`config.mk`:
```
export PLATFORM = sky130hd
export DESIGN_NAME = seg_capture
export DESIGN_NICKNAME = d
export VERILOG_FILES = /design/src/rtl/seg_capture_pkg.sv /design/src/rtl/seg_to_bcd.sv /design/src/rtl/seg_capture.sv
export SDC_FILE = /design/constraint.sdc
export NUM_CORES = 1
export LEC_CHECK = 0
export BUFFER_PORTS_ARGS = -buffer_cell sky130_fd_sc_hd__buf_4
export CAP_MARGIN = 10
export CORE_MARGIN = 5
export CORE_UTILIZATION = 55
export CTS_CLUSTER_DIAMETER = 150
export DETAILED_ROUTE_END_ITERATION = 7
export GPL_ROUTABILITY_DRIVEN = 1
export PLACE_DENSITY = 0.75
export SYNTH_ARGS = -nofsm -noshare
export SYNTH_HDL_FRONTEND = slang
export SYNTH_SLANG_ARGS = --single-unit
```
`constraint.sdc`:
```
create_clock -name clk -period 3 [get_ports clk]
set_input_delay 0.6 -clock clk [delete_from_list [all_inputs] [get_ports clk]]
set_output_delay 0.6 -clock clk [all_outputs]
set_load 0.01 [all_outputs]
```
`src/rtl/seg_capture_pkg.sv`:
```
// Shared seven-segment constants: active-low segment patterns (a..g, a first)
// and the capture FSM state encoding, also used by the display decoder.
package seg_capture_pkg;

    localparam logic [0:6] SEG_0 = 7'b0000001;
    localparam logic [0:6] SEG_1 = 7'b1001111;
    localparam logic [0:6] SEG_2 = 7'b0010010;
    localparam logic [0:6] SEG_3 = 7'b0000110;
    localparam logic [0:6] SEG_4 = 7'b1001100;
    localparam logic [0:6] SEG_5 = 7'b0100100;
    localparam logic [0:6] SEG_6 = 7'b0100000;
    localparam logic [0:6] SEG_7 = 7'b0001111;
    localparam logic [0:6] SEG_8 = 7'b0000000;
    localparam logic [0:6] SEG_9 = 7'b0001100;

    localparam logic [3:0] BCD_ERR = 4'hF;

    typedef enum logic [1:0] {
        ST_IDLE  = 2'd0,
        ST_TRACK = 2'd1,
        ST_HELD  = 2'd2
    } state_t;

    // A digit is only being driven when exactly one anode is pulled low.
    function automatic logic one_low(input logic [3:0] an);
        return (an == 4'b1110) || (an == 4'b1101) ||
               (an == 4'b1011) || (an == 4'b0111);
    endfunction

    function automatic logic [1:0] low_index(input logic [3:0] an);
        logic [1:0] idx;
        idx = 2'd0;
        case (an)
            4'b1101: idx = 2'd1;
            4'b1011: idx = 2'd2;
            4'b0111: idx = 2'd3;
            default: idx = 2'd0;
        endcase
        return idx;
    endfunction

endpackage

```
`src/rtl/seg_to_bcd.sv`:
```
// Combinational lookup from an active-low segment pattern to its BCD value;
// unrecognised patterns give 4'hF with err set.
module seg_to_bcd
    import seg_capture_pkg::*;
(
    input  logic [0:6] seg,
    output logic [3:0] value,
    output logic       err
);

    always_comb begin
        value = BCD_ERR;
        err   = 1'b1;
        case (seg)
            SEG_0: begin value = 4'd0; err = 1'b0; end
            SEG_1: begin value = 4'd1; err = 1'b0; end
            SEG_2: begin value = 4'd2; err = 1'b0; end
            SEG_3: begin value = 4'd3; err = 1'b0; end
            SEG_4: begin value = 4'd4; err = 1'b0; end
            SEG_5: begin value = 4'd5; err = 1'b0; end
            SEG_6: begin value = 4'd6; err = 1'b0; end
            SEG_7: begin value = 4'd7; err = 1'b0; end
            SEG_8: begin value = 4'd8; err = 1'b0; end
            SEG_9: begin value = 4'd9; err = 1'b0; end
            default: begin value = BCD_ERR; err = 1'b1; end
        endcase
    end

endmodule

```
`src/rtl/seg_capture.sv`:
```
// Snoops a multiplexed 4-digit seven-segment bus, captures each digit once it
// has been stable long enough, and publishes a full frame of BCD digits.
module seg_capture
    import seg_capture_pkg::*;
#(
    parameter int STABLE_CYCLES = 16
) (
    input  logic        clk,
    input  logic        reset,
    input  logic [3:0]  an,
    input  logic [0:6]  seg,
    output logic [15:0] digits,
    output logic [3:0]  digit_err,
    output logic        frame_valid
);

    localparam int CW = $clog2(STABLE_CYCLES + 1);
    localparam logic [CW-1:0] CNT_ONE  = CW'(1);
    localparam logic [CW-1:0] CNT_LAST = CW'(STABLE_CYCLES - 1);
    localparam logic [CW-1:0] CNT_FULL = CW'(STABLE_CYCLES);

    logic [3:0]    an_q;
    logic [0:6]    seg_q;
    state_t        state;
    logic [CW-1:0] cnt;
    logic [3:0]    ref_an;
    logic [0:6]    ref_seg;
    logic [3:0]    mask;
    logic [15:0]   shadow_digits;
    logic [3:0]    shadow_err;
    logic          copy_done;

    logic          sample_sel;
    logic          same_ref;
    logic [1:0]    slot;
    logic [3:0]    dec_value;
    logic          dec_err;
    logic [15:0]   cap_digits;
    logic [3:0]    cap_err;
    logic [3:0]    cap_mask;

    seg_to_bcd u_dec (
        .seg   (seg_q),
        .value (dec_value),
        .err   (dec_err)
    );

    assign sample_sel = one_low(an_q);
    assign slot       = low_index(an_q);
    assign same_ref   = (an_q == ref_an) && (seg_q == ref_seg);

    // Shadow state as it would look if the current sample were captured now,
    // so a frame-completing capture can be published on the same edge.
    always_comb begin
        cap_digits = shadow_digits;
        cap_err    = shadow_err;
        cap_mask   = mask;
        cap_digits[{slot, 2'b00} +: 4] = dec_value;
        cap_err[slot]  = dec_err;
        cap_mask[slot] = 1'b1;
    end

    always_ff @(posedge clk) begin
        if (reset) begin
            an_q          <= 4'hF;
            seg_q         <= '1;
            state         <= ST_IDLE;
            cnt           <= '0;
            ref_an        <= '0;
            ref_seg       <= '0;
            mask          <= '0;
            shadow_digits <= '0;
            shadow_err    <= '0;
            digits        <= '0;
            digit_err     <= '0;
            copy_done     <= 1'b0;
            frame_valid   <= 1'b0;
        end else begin
            an_q        <= an;
            seg_q       <= seg;
            copy_done   <= 1'b0;
            frame_valid <= copy_done;
            case (state)
                ST_IDLE: begin
                    if (sample_sel) begin
                        state   <= ST_TRACK;
                        cnt     <= CNT_ONE;
                        ref_an  <= an_q;
                        ref_seg <= seg_q;
                    end
                end
                ST_TRACK: begin
                    if (!sample_sel) begin
                        state <= ST_IDLE;
                        cnt   <= '0;
                    end else if (!same_ref) begin
                        cnt     <= CNT_ONE;
                        ref_an  <= an_q;
                        ref_seg <= seg_q;
                    end else if (cnt == CNT_LAST) begin
                        // Counter saturates here; HELD blocks a second capture of the same run.
                        cnt           <= CNT_FULL;
                        state         <= ST_HELD;
                        shadow_digits <= cap_digits;
                        shadow_err    <= cap_err;
                        if (cap_mask == 4'hF) begin
                            digits    <= cap_digits;
                            digit_err <= cap_err;
                            mask      <= '0;
                            copy_done <= 1'b1;
                        end else begin
                            mask <= cap_mask;
                        end
                    end else begin
                        cnt <= cnt + 1'b1;
                    end
                end
                ST_HELD: begin
                    if (!sample_sel) begin
                        state <= ST_IDLE;
                        cnt   <= '0;
                    end else if (!same_ref) begin
                        state   <= ST_TRACK;
                        cnt     <= CNT_ONE;
                        ref_an  <= an_q;
                        ref_seg <= seg_q;
                    end
                end
                default: begin
                    state <= ST_IDLE;
                    cnt   <= '0;
                end
            endcase
        end
    end

endmodule

```
After elaboration in Yosys (flattened, before gate mapping)
Cells that the tools add are included.
{"block": "totals", "inputBits": 13, "ff_bits": 75, "word_cells": 96, "out_inout_bits": 21}
{"block": "classes", "reduce_logical": 16, "mux": 31, "n_lt_le_gt_ge": 2, "bitwise_logic": 5, "n_eq_ne": 25, "shift": 2, "addsub": 2}
{"operator": "$pmux W4 S10", "count": 1}
{"operator": "$mux W5", "count": 6}
{"operator": "$mux W7", "count": 3}
{"operator": "$bwmux W16", "count": 1}
{"operator": "$eq A4 B4 Y1 const B", "count": 4}
{"operator": "$mux W4", "count": 4}
{"operator": "$shift A4 B6 Y16 const A", "count": 1}
{"operator": "$shiftx A4 B6 Y16", "count": 1}
{"operator": "$pmux W5 S3", "count": 1}
{"operator": "$eq A7 B4 Y1 const B", "count": 2}
{"operator": "$eq A7 B6 Y1 const B", "count": 2}
{"operator": "$eq A7 B7 Y1 const B", "count": 2}
{"operator": "$pmux W7 S2", "count": 1}
{"operator": "$mux W2", "count": 6}
{"operator": "$pmux W2 S3", "count": 2}
{"operator": "$reduce_and A4 Y1", "count": 3}
{"operator": "$reduce_or A10 Y1", "count": 1}
{"operator": "$ne A3 B3 Y1 const B", "count": 3}
{"operator": "$pmux W4 S2", "count": 1}
{"operator": "$eq A7 B1 Y1 const B", "count": 1}
{"operator": "$eq A7 B3 Y1 const B", "count": 1}
{"operator": "$eq A7 B5 Y1 const B", "count": 1}
{"operator": "$eq A7 B7 Y1", "count": 1}
{"operator": "$logic_not A7 Y1", "count": 1}
{"operator": "other kinds (24)", "count": 33}

Longest topological paths before layout
{"block": "logic_depth", "ltp_word": 9, "mapped_depth": 11, "mapped_depth_nobuf": 9}

Modules after synthesis
Synthesis repeated with hierarchy kept, for this count alone.
{"block": "unflattened", "hier_cells": 447, "area_unflattened_um2": 4035.1}
{"mod": "seg_capture", "area_each_um2": 3711.1, "instances": 1, "seq_area_each_um2": 1501.4, "cells_each": 402}
{"mod": "seg_to_bcd", "area_each_um2": 324.1, "instances": 1, "seq_area_each_um2": 0.0, "cells_each": 45}

Worst setup path before layout
No wires, ideal clock.
{"block": "synth_path", "kind": "register to register", "startpoint": "reg cnt[0]", "endpoint": "reg digits[5]", "period_less_slack_ns": 2.375, "arrival_ns": 2.233, "n_path_buf": 2, "setup_slack_ns": 0.625, "stages_incl_launch_ff": 11, "t_required_ns": 2.858, "setup_ns": 0.142, "cell_sequence": "dfxtp_1 ha_1 and3_1 ha_1 clkbuf_1 nand2_1 nor4_1 nand4_2 nor3_4 buf_2 a211oi_2"}
{"block": "synth_via", "elab_chain_cells": 2}
{"item": "from (decl)", "line": "seg_capture.sv:25", "rtl": "logic [CW-1:0] cnt;"}
{"item": "from (signal assigned)", "line": "seg_capture.sv:115", "rtl": "cnt <= cnt + 1'b1;"}
{"item": "$eq A5 B4 Y1", "line": "seg_capture.sv:100", "rtl": "end else if (cnt == CNT_LAST) begin"}
{"item": "$reduce_and A5 Y1 (no line)"}
{"item": "to (signal assigned)", "line": "seg_capture.sv:107", "rtl": "digits <= cap_digits;"}
{"item": "to (decl)", "line": "seg_capture.sv:12", "rtl": "output logic [15:0] digits,"}
Every way passes these cells.
A chain may end at the register's enable or synchronous reset.

Worst setup path after layout
{"block": "layout_path", "startpoint": "reg cnt[0]", "endpoint": "reg digit_err[3]"}
{"block": "layout_via", "elab_chain_cells": 2}
{"item": "$eq A5 B4 Y1", "line": "seg_capture.sv:100"}
{"item": "$reduce_and A5 Y1 (no line)"}
{"item": "to (signal assigned)", "line": "seg_capture.sv:108", "rtl": "digit_err <= cap_err;"}
{"item": "to (decl)", "line": "seg_capture.sv:13", "rtl": "output logic [3:0] digit_err,"}
Every way passes these cells.

==> implementation parameters <==
Parameter                              Value

Outcome
  Outcome    finished, final reports clean

Synthesis
  Warning count from the yosys run    0
  Synthesized-area fraction occupied by ao, oa, aoi and oai cells    16.4%
  Syn nets    449
  Area of the mapped netlist    0.00369 mm2
  Multiplexer area fraction after synthesis    4.07%
  Number of distinct library cell variants in the gate-level netlist after synthesis    53
  Sequential share of the synthesized area    40.7%
  Synthesized netlist cell count    423
  Most used flip-flop cell after synthesis    sky130_fd_sc_hd__dfxtp_1
  Simple-gate share of the synthesized area    25.3%
  Main combinational cell family by area after synthesis    simple AND/OR/NAND/NOR gates
  Post-synth EDFFs    0
  Xor and xnor area share after synthesis    4.04%
  Async SR Flop Fraction    0%
  Synth Area per Inst    8.72 um2
  Post-synthesis share of cell area spent on full adders, half adders and majority gates    4.41%
  Synth Register Bits    75

Finish
  Antenna cells    0
  Share of the core filled with cells    64.3%
  Final-layout fill cell count    537
  Net count reported at finish    472
  Growth of design area from synthesis to finish    12.0%
  Area of combinational cells with multiple inputs    0.00200 mm2
  Area taken by flip-flops and latches    0.00150 mm2
  Fraction of layout instances using a drive strength above 1    17.1%

Detailed routing
  Number of vias per cell    5.85
  Routed wire length per instance    15.0 um
  Routed wire length    7920 um
  Violation count after the first detailed-route iteration    205
  Drt pass-1 iters    6
  Via count of the routed design    3091
  Post-DRT Antenna Nets    0
  Remaining routing DRC violations    0

Worst setup path
  CP cell instances    ha_1 > and3_1 > ha_1 > nand2_1 > nor4_1 > nand4_2 > nor3_4 > buf_4 > buf_4 > o21bai_1 > a31oi_1
  Setup Crit Path Kind    reg -> reg
  Worst setup EP type    flip-flop
  Maximum single-stage delay on the critical path    0.38 ns
  Slack of the worst reg-to-reg path    0.32 ns
  Critical path data required time    3.28 ns
  Crit path max-delay cell type    sky130_fd_sc_hd__dfxtp_1
  Critical path fanouts, max    28
  Startpoint type of the worst setup path    flip-flop
  CP Data Arrival Time    2.96 ns
  Worst reg2reg path endpoint    digit_err[3]$_SDFFE_PP0P_
  R2R cell count    11
  CP Launch Point    cnt[0]$_SDFFE_PP0P_
  Origin of the critical flop-to-flop path    cnt[0]$_SDFFE_PP0P_

Timing
  Slew at the pin closest to its max-slew limit    0.785 ns
  Max-slew violation count    0
  Unrepaired setup endpoints after global routing    no
  Number of endpoints with negative hold slack in the final report    0
  Final critical-path share of the clock period    89.4%
  Post-route setup TNS    0 ns
  Setup violators final    0
  Peak Freq    373 MHz
  Final Skew    0.00988 ns
  Max transition margin    46.9%
  Min Tclk post-route    2.68 ns

Clocking
  Number of sinks handled by clock tree synthesis    75
  Worst skew pair latency    0.35 ns
  CTS Hold Bufs    0
  Clk root buf    sky130_fd_sc_hd__clkbuf_8
  Clock edge transition at the registers on the reported setup and hold paths    0.08 ns
  Post-cts resize count    0
  CTS Buf Count    9
  H-tree level count    3
  CTS Buffer Depth    2
  TritonCTS clock tree    done
  Setup bufs post-CTS    0

Die
  Cell Rows    29
  Chip Height    91.9 um
  Effective utilization at floorplan    57.5%
  Die span in x    91.9 um
  Count of boundary I/O pins    34
  Area of the die    0.00845 mm2
  Core area    0.00642 mm2

Min path
  Worst hold path depth    2
  HP Start    seg[3]
  Endpoint, Worst Hold    seg_q[3]$_SDFF_PP1_
  Tightest Hold Check Type    in -> reg

Placement
  HPWL Detailed    5480 um
  I/O Buffers    33
  Gpl congestion    0.866

Global routing
  Antenna violations before repair    0
  Total global routing track utilization    19.7%
  Global route overflow    0
  Maximum number of pins on one net before global-route repair    75
  First-pass GRT wire length    13500 um
  Number of global-route vias before repair    2765

Power
  Switching portion of total power    26.9%
  Leakage power figure    1.63 nW
  PnR Total Power    2.10 mW
  Internal portion of total power    1.53 mW
  Combinational share of power    12.0%
  Total power divided by cell area    508 mW/mm2
  Worst vdd rail ir drop    324 uV
  Power dissipated by switching net loads    0.565 mW
  Clock group share of total power    37.3%
  Seq pwr share    50.6%

Run
  Number of violations of the max-capacitance limit    0
worst max-delay path: cells and delay by family (launching register included):
family | cells | cell delay (ns)
compound gates | 2 | 0.21
buf+inv | 2 | 0.56
flops | 1 | 0.38
simple gates | 5 | 0.94
fa+ha+maj | 2 | 0.53
cells in the mapped netlist (6+ instances only):
cell / instances / share of area [%]
sky130_fd_sc_hd__nand2_1: 34 / 3.5
sky130_fd_sc_hd__or2_2: 11 / 1.9
sky130_fd_sc_hd__a21oi_1: 20 / 2.7
sky130_fd_sc_hd__o21ai_0: 12 / 1.6
sky130_fd_sc_hd__nor3_1: 17 / 2.3
sky130_fd_sc_hd__a22oi_1: 9 / 1.8
sky130_fd_sc_hd__nand3_1: 13 / 1.8
sky130_fd_sc_hd__buf_2: 11 / 1.5
sky130_fd_sc_hd__nor2_1: 61 / 6.2
sky130_fd_sc_hd__dfxtp_1: 75 / 41
sky130_fd_sc_hd__mux2i_1: 15 / 4.1
sky130_fd_sc_hd__a211oi_2: 7 / 2.4
sky130_fd_sc_hd__xor2_1: 14 / 3.3
sky130_fd_sc_hd__clkbuf_1: 11 / 1.1
sky130_fd_sc_hd__ha_1: 13 / 4.4
sky130_fd_sc_hd__nand3b_1: 6 / 1.2
sky130_fd_sc_hd__inv_1: 12 / 1.2
how the worst max path moves through the flow:
stage / cells past startpoint / end / slack [ns]
after floorplan: 10 / digits[5]$_SDFFE_PP0P_ / 0.63
after global placement: 11 / digit_err[3]$_SDFFE_PP0P_ / 0.45
after detailed placement: 11 / digit_err[3]$_SDFFE_PP0P_ / 0.31
after CTS: 11 / digit_err[3]$_SDFFE_PP0P_ / 0.28
after global routing: 11 / digit_err[3]$_SDFFE_PP0P_ / 0.08
final: 11 / digit_err[3]$_SDFFE_PP0P_ / 0.32
placed cells by master (no fill, tap or decap), drive strengths merged, types with 2 or more instances in the layout:
cell / count
o41ai: 2
o22ai: 3
a21oi: 20
xnor2: 3
a31oi: 5
or2: 11
or3: 2
o2bb2ai: 4
a22oi: 9
xor2: 14
buf: 38
and3: 5
nor4: 7
dfxtp: 75
mux2i: 15
and2: 2
nor2: 61
nand4: 3
and4b: 2
o21ai: 12
nor2b: 2
clkbuf: 10
o211ai: 2
nand3: 14
nor3: 18
ha: 13
a211oi: 12
nand2b: 5
a221oi: 5
clkinv: 4
nand2: 34
and4: 2
inv: 12
nand3b: 6
o21bai: 4
flip-flops by register name, indices dropped and copies added (netlist names):
register       cells
ref_seg            7
mask               4
an_q               4
shadow_digits     16
state              2
cnt                5
digits            16
ref_an             4
shadow_err         4
seg_q              7
copy_done          1
digit_err          4
frame_valid        1
cell families after synthesis:
kind of cell | count (synthesis)
buffers and inverters | 38
and+or+nand+nor | 180
AOI/OAI and AO/OA | 85
adders and majority gates | 13
xor gates and xnor gates | 17
DFF | 75
muxes | 15
layer usage:
metal | routed length (um) | GRT usage (%) | share of wire [%]
met5 | 0 | 0 | 0
met4 | 138 | 7.43 | 1.7
met1 | 3790 | 27.7 | 48
met2 | 3520 | 29.7 | 44
met3 | 469 | 3.93 | 5.9
stage by stage:
stage	hold slack [ns]	setup WS [ns]	instances	instance area, um2
CTS	0.419	0.284	528	4130
floorplan	0.414	0.625	423	3690
global route	0.418	0.0750	528	4130
detailed placement	0.425	0.306	512	3930
global placement	0.419	0.445	512	3930
finish	0.426	0.319	528	4130
cell type report:
cell class / count / area share [%]
multi-input combinational: 310 / 48.4
sequential: 75 / 36.3
timing repair buffer: 38 / 6.90
clock buffer: 10 / 3.33
tap: 77 / 2.33
clock inverter: 6 / 1.57
inverter: 12 / 1.09
power by group through the flow:
stage,registers (mW),clock network (mW),logic [mW]
global route,1.07,0.842,0.285
finish,1.06,0.783,0.253
floorplan,1.07,0,0.215
CTS,1.06,0.793,0.251
detailed placement,1.09,0,0.250
global placement,1.08,0,0.245
Power figures use the tool's default switching activity.
